### src/rtl/ddp_tx_packer.sv
// rtl/ddp_tx_packer.sv - packs 64-bit DMA packet words into 267-bit DDP beats
// for the gearbox TX FIFO, with packet/error statistics and oversize flag.
module ddp_tx_packer #(
  parameter int MAX_BEATS = 64,
  parameter int CNT_W     = 32
) (
  input  logic              clock,
  input  logic              realResetN,
  input  logic              in_valid,
  output logic              in_ready,
  input  logic              in_sop,
  input  logic              in_eop,
  input  logic [2:0]        in_empty,
  input  logic [63:0]       in_data,
  output logic [266:0]      ddpPktDataIn,
  output logic              ddpPktPush,
  input  logic              ddpPktFull,
  output logic [CNT_W-1:0]  pktCount,
  output logic [CNT_W-1:0]  errCount,
  output logic              oversize
);

  localparam int BW = $clog2(MAX_BEATS + 2);

  logic [1:0]       ptr_q, ptr_d;
  logic [63:0]      slot_q [3];
  logic             sop_seen_q, sop_seen_d;
  logic             in_pkt_q, in_pkt_d;
  logic [BW-1:0]    beat_cnt_q, beat_cnt_d;
  logic             out_valid_q, out_valid_d;
  logic [266:0]     out_data_q, out_data_d;
  logic [CNT_W-1:0] pkt_cnt_q, pkt_cnt_d;
  logic [CNT_W-1:0] err_cnt_q, err_cnt_d;
  logic             oversize_q, oversize_d;

  logic         accept, drop, sop_err, take, start, complete;
  logic [8:0]   byte_cnt;
  logic [255:0] beat_data;

  assign ddpPktPush   = out_valid_q & ~ddpPktFull;
  assign in_ready     = ~out_valid_q | ~ddpPktFull;
  assign ddpPktDataIn = out_data_q;
  assign pktCount     = pkt_cnt_q;
  assign errCount     = err_cnt_q;
  assign oversize     = oversize_q;

  assign accept   = in_valid & in_ready;
  assign drop     = accept & ~in_pkt_q & ~in_sop;
  assign sop_err  = accept & in_pkt_q & in_sop;
  assign take     = accept & ~drop;
  assign start    = take & ~in_pkt_q;
  assign complete = take & ((ptr_q == 2'd3) | in_eop);

  assign byte_cnt = in_eop ? ({4'b0, ptr_q, 3'b0} + {5'b0, 4'd8 - {1'b0, in_empty}})
                           : 9'd32;

  // Final word goes straight into the beat so completion adds no latency.
  always_comb begin
    beat_data = '0;
    for (int i = 0; i < 3; i++) begin
      if (2'(i) < ptr_q) beat_data[255-64*i -: 64] = slot_q[i];
    end
    case (ptr_q)
      2'd0:    beat_data[255:192] = in_data;
      2'd1:    beat_data[191:128] = in_data;
      2'd2:    beat_data[127:64]  = in_data;
      default: beat_data[63:0]    = in_data;
    endcase
  end

  always_comb begin
    ptr_d       = ptr_q;
    sop_seen_d  = sop_seen_q;
    in_pkt_d    = in_pkt_q;
    beat_cnt_d  = beat_cnt_q;
    out_valid_d = out_valid_q & ~ddpPktPush;
    out_data_d  = out_data_q;
    pkt_cnt_d   = pkt_cnt_q;
    err_cnt_d   = err_cnt_q;
    oversize_d  = 1'b0;

    if (drop || sop_err) err_cnt_d = err_cnt_q + CNT_W'(1);
    if (ddpPktPush && out_data_q[265]) pkt_cnt_d = pkt_cnt_q + CNT_W'(1);

    if (take) begin
      in_pkt_d = ~in_eop;
      if (complete) begin
        ptr_d       = 2'd0;
        sop_seen_d  = 1'b0;
        out_valid_d = 1'b1;
        out_data_d  = {sop_seen_q | start, in_eop, byte_cnt, beat_data};
        oversize_d  = (beat_cnt_q == BW'(MAX_BEATS));
        if (in_eop)
          beat_cnt_d = '0;
        else if (beat_cnt_q != BW'(MAX_BEATS + 1))
          beat_cnt_d = beat_cnt_q + BW'(1);
      end else begin
        ptr_d      = ptr_q + 2'd1;
        sop_seen_d = sop_seen_q | start;
      end
    end
  end

  always_ff @(posedge clock or negedge realResetN) begin
    if (!realResetN) begin
      ptr_q       <= '0;
      sop_seen_q  <= 1'b0;
      in_pkt_q    <= 1'b0;
      beat_cnt_q  <= '0;
      out_valid_q <= 1'b0;
      out_data_q  <= '0;
      pkt_cnt_q   <= '0;
      err_cnt_q   <= '0;
      oversize_q  <= 1'b0;
      for (int i = 0; i < 3; i++) slot_q[i] <= '0;
    end else begin
      ptr_q       <= ptr_d;
      sop_seen_q  <= sop_seen_d;
      in_pkt_q    <= in_pkt_d;
      beat_cnt_q  <= beat_cnt_d;
      out_valid_q <= out_valid_d;
      out_data_q  <= out_data_d;
      pkt_cnt_q   <= pkt_cnt_d;
      err_cnt_q   <= err_cnt_d;
      oversize_q  <= oversize_d;
      if (take && !complete) slot_q[ptr_q] <= in_data;
    end
  end

endmodule
### config.mk
export PLATFORM = sky130hd
export DESIGN_NAME = ddp_tx_packer
export DESIGN_NICKNAME = d
export VERILOG_FILES = /design/src/rtl/ddp_tx_packer.sv
export SDC_FILE = /design/constraint.sdc
export NUM_CORES = 1
export LEC_CHECK = 0
export ABC_AREA = 1
export CELL_PAD_IN_SITES_DETAIL_PLACEMENT = 2
export CELL_PAD_IN_SITES_GLOBAL_PLACEMENT = 2
export CORE_MARGIN = 1
export CORE_UTILIZATION = 32
export CTS_CLUSTER_DIAMETER = 200
export DETAILED_ROUTE_END_ITERATION = 16
export GPL_ROUTABILITY_DRIVEN = 0
export GPL_TIMING_DRIVEN = 0
export PLACE_DENSITY_LB_ADDON = 0.1
export SETUP_SLACK_MARGIN = 0.15
export SLEW_MARGIN = 20
export SYNTH_ARGS = -nofsm -noshare
export SYNTH_HDL_FRONTEND = slang
export SYNTH_SLANG_ARGS = --single-unit
### constraint.sdc
create_clock -name clock -period 2.4 [get_ports clock]
set_input_delay 0.36 -clock clock [delete_from_list [all_inputs] [get_ports clock]]
set_output_delay 0.36 -clock clock [all_outputs]
set_load 0.03 [all_outputs]
==> summary.md <==
| Metric | Value |
|---|---|
| Die height | 269 um |
| Static leakage | 13.9 nW |
| Placed instance count | 3961 |
| Vias/cell | 5.09 |
| WP buf/inv | 1 |
| IO buf count | 402 |
| Setup Viol. Count Final | 0 |
| Worst-path clk slew | 50 ps |
| Ys flop type | dfrtp_1 |
| Total number of vias | 20800 |
| Area Growth Syn to Fin | 33.9% |
| Fillcell total | 7685 |
| Final net count | 3177 |
| Core box area | 0.0704 mm2 |
| Hpwl dp | 68600 um |
| Critical Path Fanout Max | 7 |
| CP top delay family | buffers and inverters |
| Maximum vdd ir drop | 597 uV |
| Crit-path slowest cell | clkdlybuf4s50_1 |
| Slew at the pin closest to its max-slew limit | 796 ps |
| Multi-input logic area | 0.00817 mm2 |
| Worst R2R Path Depth | 5 |
| Number of distinct library cells after synthesis | 33 |
| Final std cells w/o fill | 4081 |
| Max_cap viols | 0 |
| RSZ-0062 raised after global routing | yes |
| DRC Markers | 0 |
| Number of global-route vias before repair | 23700 |
| Critical R2R Launch | ptr_q[0] |
| Period utilization | 90.7% |
| H-tree depth | 3 |
| DR iter-0 viols | 994 |
| PwrDens | 1260 mW/mm2 |
| Synth Instances | 2611 |
| Total I/O pin count | 407 |
| Yosys warnings | 0 |
| Final ANT Viol Nets | 0 |
| Die width | 269 um |
| Initial antenna violation count | 0 |
| TritonCTS Buffers | 66 |
| Largest net degree at the start of global routing | 95 |
| Element type at the critical path start | register |
| Critical Path, Cell by Cell | clkdlybuf4s50_1 |
| RR Endpoint | ddpPktDataIn[82] |
| Wirelength per Cell | 22.8 um |
| Synthesized area | 0.0229 mm2 |
| Slew Limit Headroom | 46.9% |
| Largest stage delay, worst path | 730 ps |
| Fmax | 460 MHz |
| Crit Path Class | register to primary output |
| Total power | 38.6 mW |
| Sink Count | 533 |
| Status | completed |
| Worst R2R Setup Slack | 260 ps |
| Register area share after synthesis | 58.3% |
| GRT Util Overall | 25.8% |
| Commonest non-fill, non-tap cells in the layout | nand2_1, dfrtp_1, clkdlybuf4s50_1 |
| Clk_skew | 26.9 ps |
| Skew-Pair Late Insertion Delay | 630 ps |
| CTS tree | done |
| Yosys reg bits | 533 |
| Worst Setup End Kind | primary output |
| Worst Hold Class | input pin to async pin |
| Total gr overflow | 0 |
| Number of flops mapped to enable cells by yosys | 0 |
| Die area | 0.0725 mm2 |
| Bufs on Longest Clock Path | 3 |
| Starting density of the core | 32.5% |
| Most common library cell in the layout ignoring fill and taps | nand2_1 |
| Yosys top cell area share | 58.3% |
| Proportion of layout cells with a drive suffix above 1 | 8.79% |
| First-pass GRT wire length | 146000 um |
| Post-synthesis async set-or-reset flop share | 100% |
| First-pass iteration count of the detailed router | 4 |
| Site row count | 97 |
| Arr. time, crit path | 1820 ps |
| Final Hold Fails | 0 |
| Syn Area/Cell | 8.76 um2 |
| Routed wire length | 93100 um |
| FF/Latch Area | 0.0133 mm2 |
| Most area-consuming cells after synthesis | dfrtp_1, nand2_1, o21ai_1, nand3_1, a31oi_1 |
| Crit path time final | 2180 ps |
| Synth area leader | dfrtp_1 |
| Critical Path RT | 2040 ps |
| Final Max Slew Viols | 0 |
| Clock Tree Root | clkbuf_16 |
## cell families (layout without fill, tap and decap cells)
family / Yosys count / after routing / synth area share [%]
xor gates and xnor gates: 38 / 38 / 1.46
buffers and inverters: 307 / 834 / 6.00
other: 1 / 4 / 0.0164
and+or+nand+nor: 1248 / 1248 / 22.4
muxes: 1 / 1 / 0.0492
DFF: 533 / 533 / 58.3
adders and majority gates: 13 / 13 / 0.711
AOI/OAI and AO/OA: 470 / 470 / 11.1
## per-layer routing
metal	vias up	share of wire [%]	global-route usage (%)
li1	9527	-	-
met1	10700	43	32.1
met4	0	2.8	7.49
met2	358	50	45.2
met5	-	0	0
met3	140	4.3	5.21
## worst max-delay path by stage
stage / from / endpoint / slack [ps] / depth (start not counted)
after floorplan: ptr_q[1] / ddpPktDataIn[248] / 540 / 9
after global placement: realResetN / ddpPktDataIn[228] / -23930 / 1
after detailed placement: ptr_q[1] / ddpPktDataIn[193] / -860 / 8
after CTS: ptr_q[1] / ddpPktDataIn[255] / 80 / 9
after global routing: ptr_q[0] / ddpPktDataIn[57] / 150 / 5
final: errCount[19] / errCount[19] / 220 / 1
## cell type report
type / count / area share [%]
multi-input cells: 1773 / 26.7
well taps: 940 / 3.84
plain buffers: 167 / 3.06
diodes: 1 / 0.00817
repair buffers: 410 / 13.7
inverters: 140 / 1.73
clock inverters: 23 / 1.16
clock buffers: 94 / 6.23
flip-flops and latches: 533 / 43.5
## synthesized netlist by cell type (18+ instances only)
| cell type | n |
|---|---|
| nor2_1 | 194 |
| buf_4 | 24 |
| o21ai_0 | 72 |
| inv_1 | 134 |
| a31oi_1 | 128 |
| dfrtp_1 | 533 |
| nand2_1 | 764 |
| buf_2 | 77 |
| nand3_1 | 239 |
| clkbuf_1 | 57 |
| o21ai_1 | 265 |
| xnor2_1 | 18 |
| xor2_1 | 20 |
## power breakdown
part	leakage, nW	switching [mW]	internal [mW]	total [mW]
registers	6.75	2.12	12.1	14.2
clock network	1.12	4.14	6.42	10.6
logic	6.05	8.76	5.00	13.8
total	13.9	15.0	23.5	38.6
## flip-flops by register name (all words and copies together) (netlist names)
| signal | flops |
|---|---|
| ddpPktDataIn | 264 |
| slot_q | 192 |
| errCount | 32 |
| pktCount | 32 |
| beat_cnt_q | 7 |
| ptr_q | 2 |
| in_pkt_q | 1 |
| out_valid_q | 1 |
| oversize | 1 |
| sop_seen_q | 1 |
## timing repair
| item | CTS | global route |
|---|---|---|
| endpoints found under the hold margin | 178 | 0 |
| hold buffers | 1 | 0 |
| pin swaps | 0 | 0 |
| gates resized for setup | 44 | 23 |
| gates cloned | 0 | 0 |
| setup buffers | 1 | 0 |
| endpoints found under the setup margin | 371 | 127 |
## stage by stage
stage	cell area, um2	setup TNS (ps)	hold WS [ps]	utilization, %	setup slack (ps)
6_report	30600	0	176	43.5	224
3_5_place_dp	28200	-145260	221	40.1	-860
2_1_floorplan	22900	0	64.4	-	537
3_3_place_gp	28100	-	458	39.9	-23930
4_1_cts	30600	0	162	43.5	83.0
5_1_grt	30600	0	187	43.5	150
No activity file was read; power rests on OpenSTA's default activity.
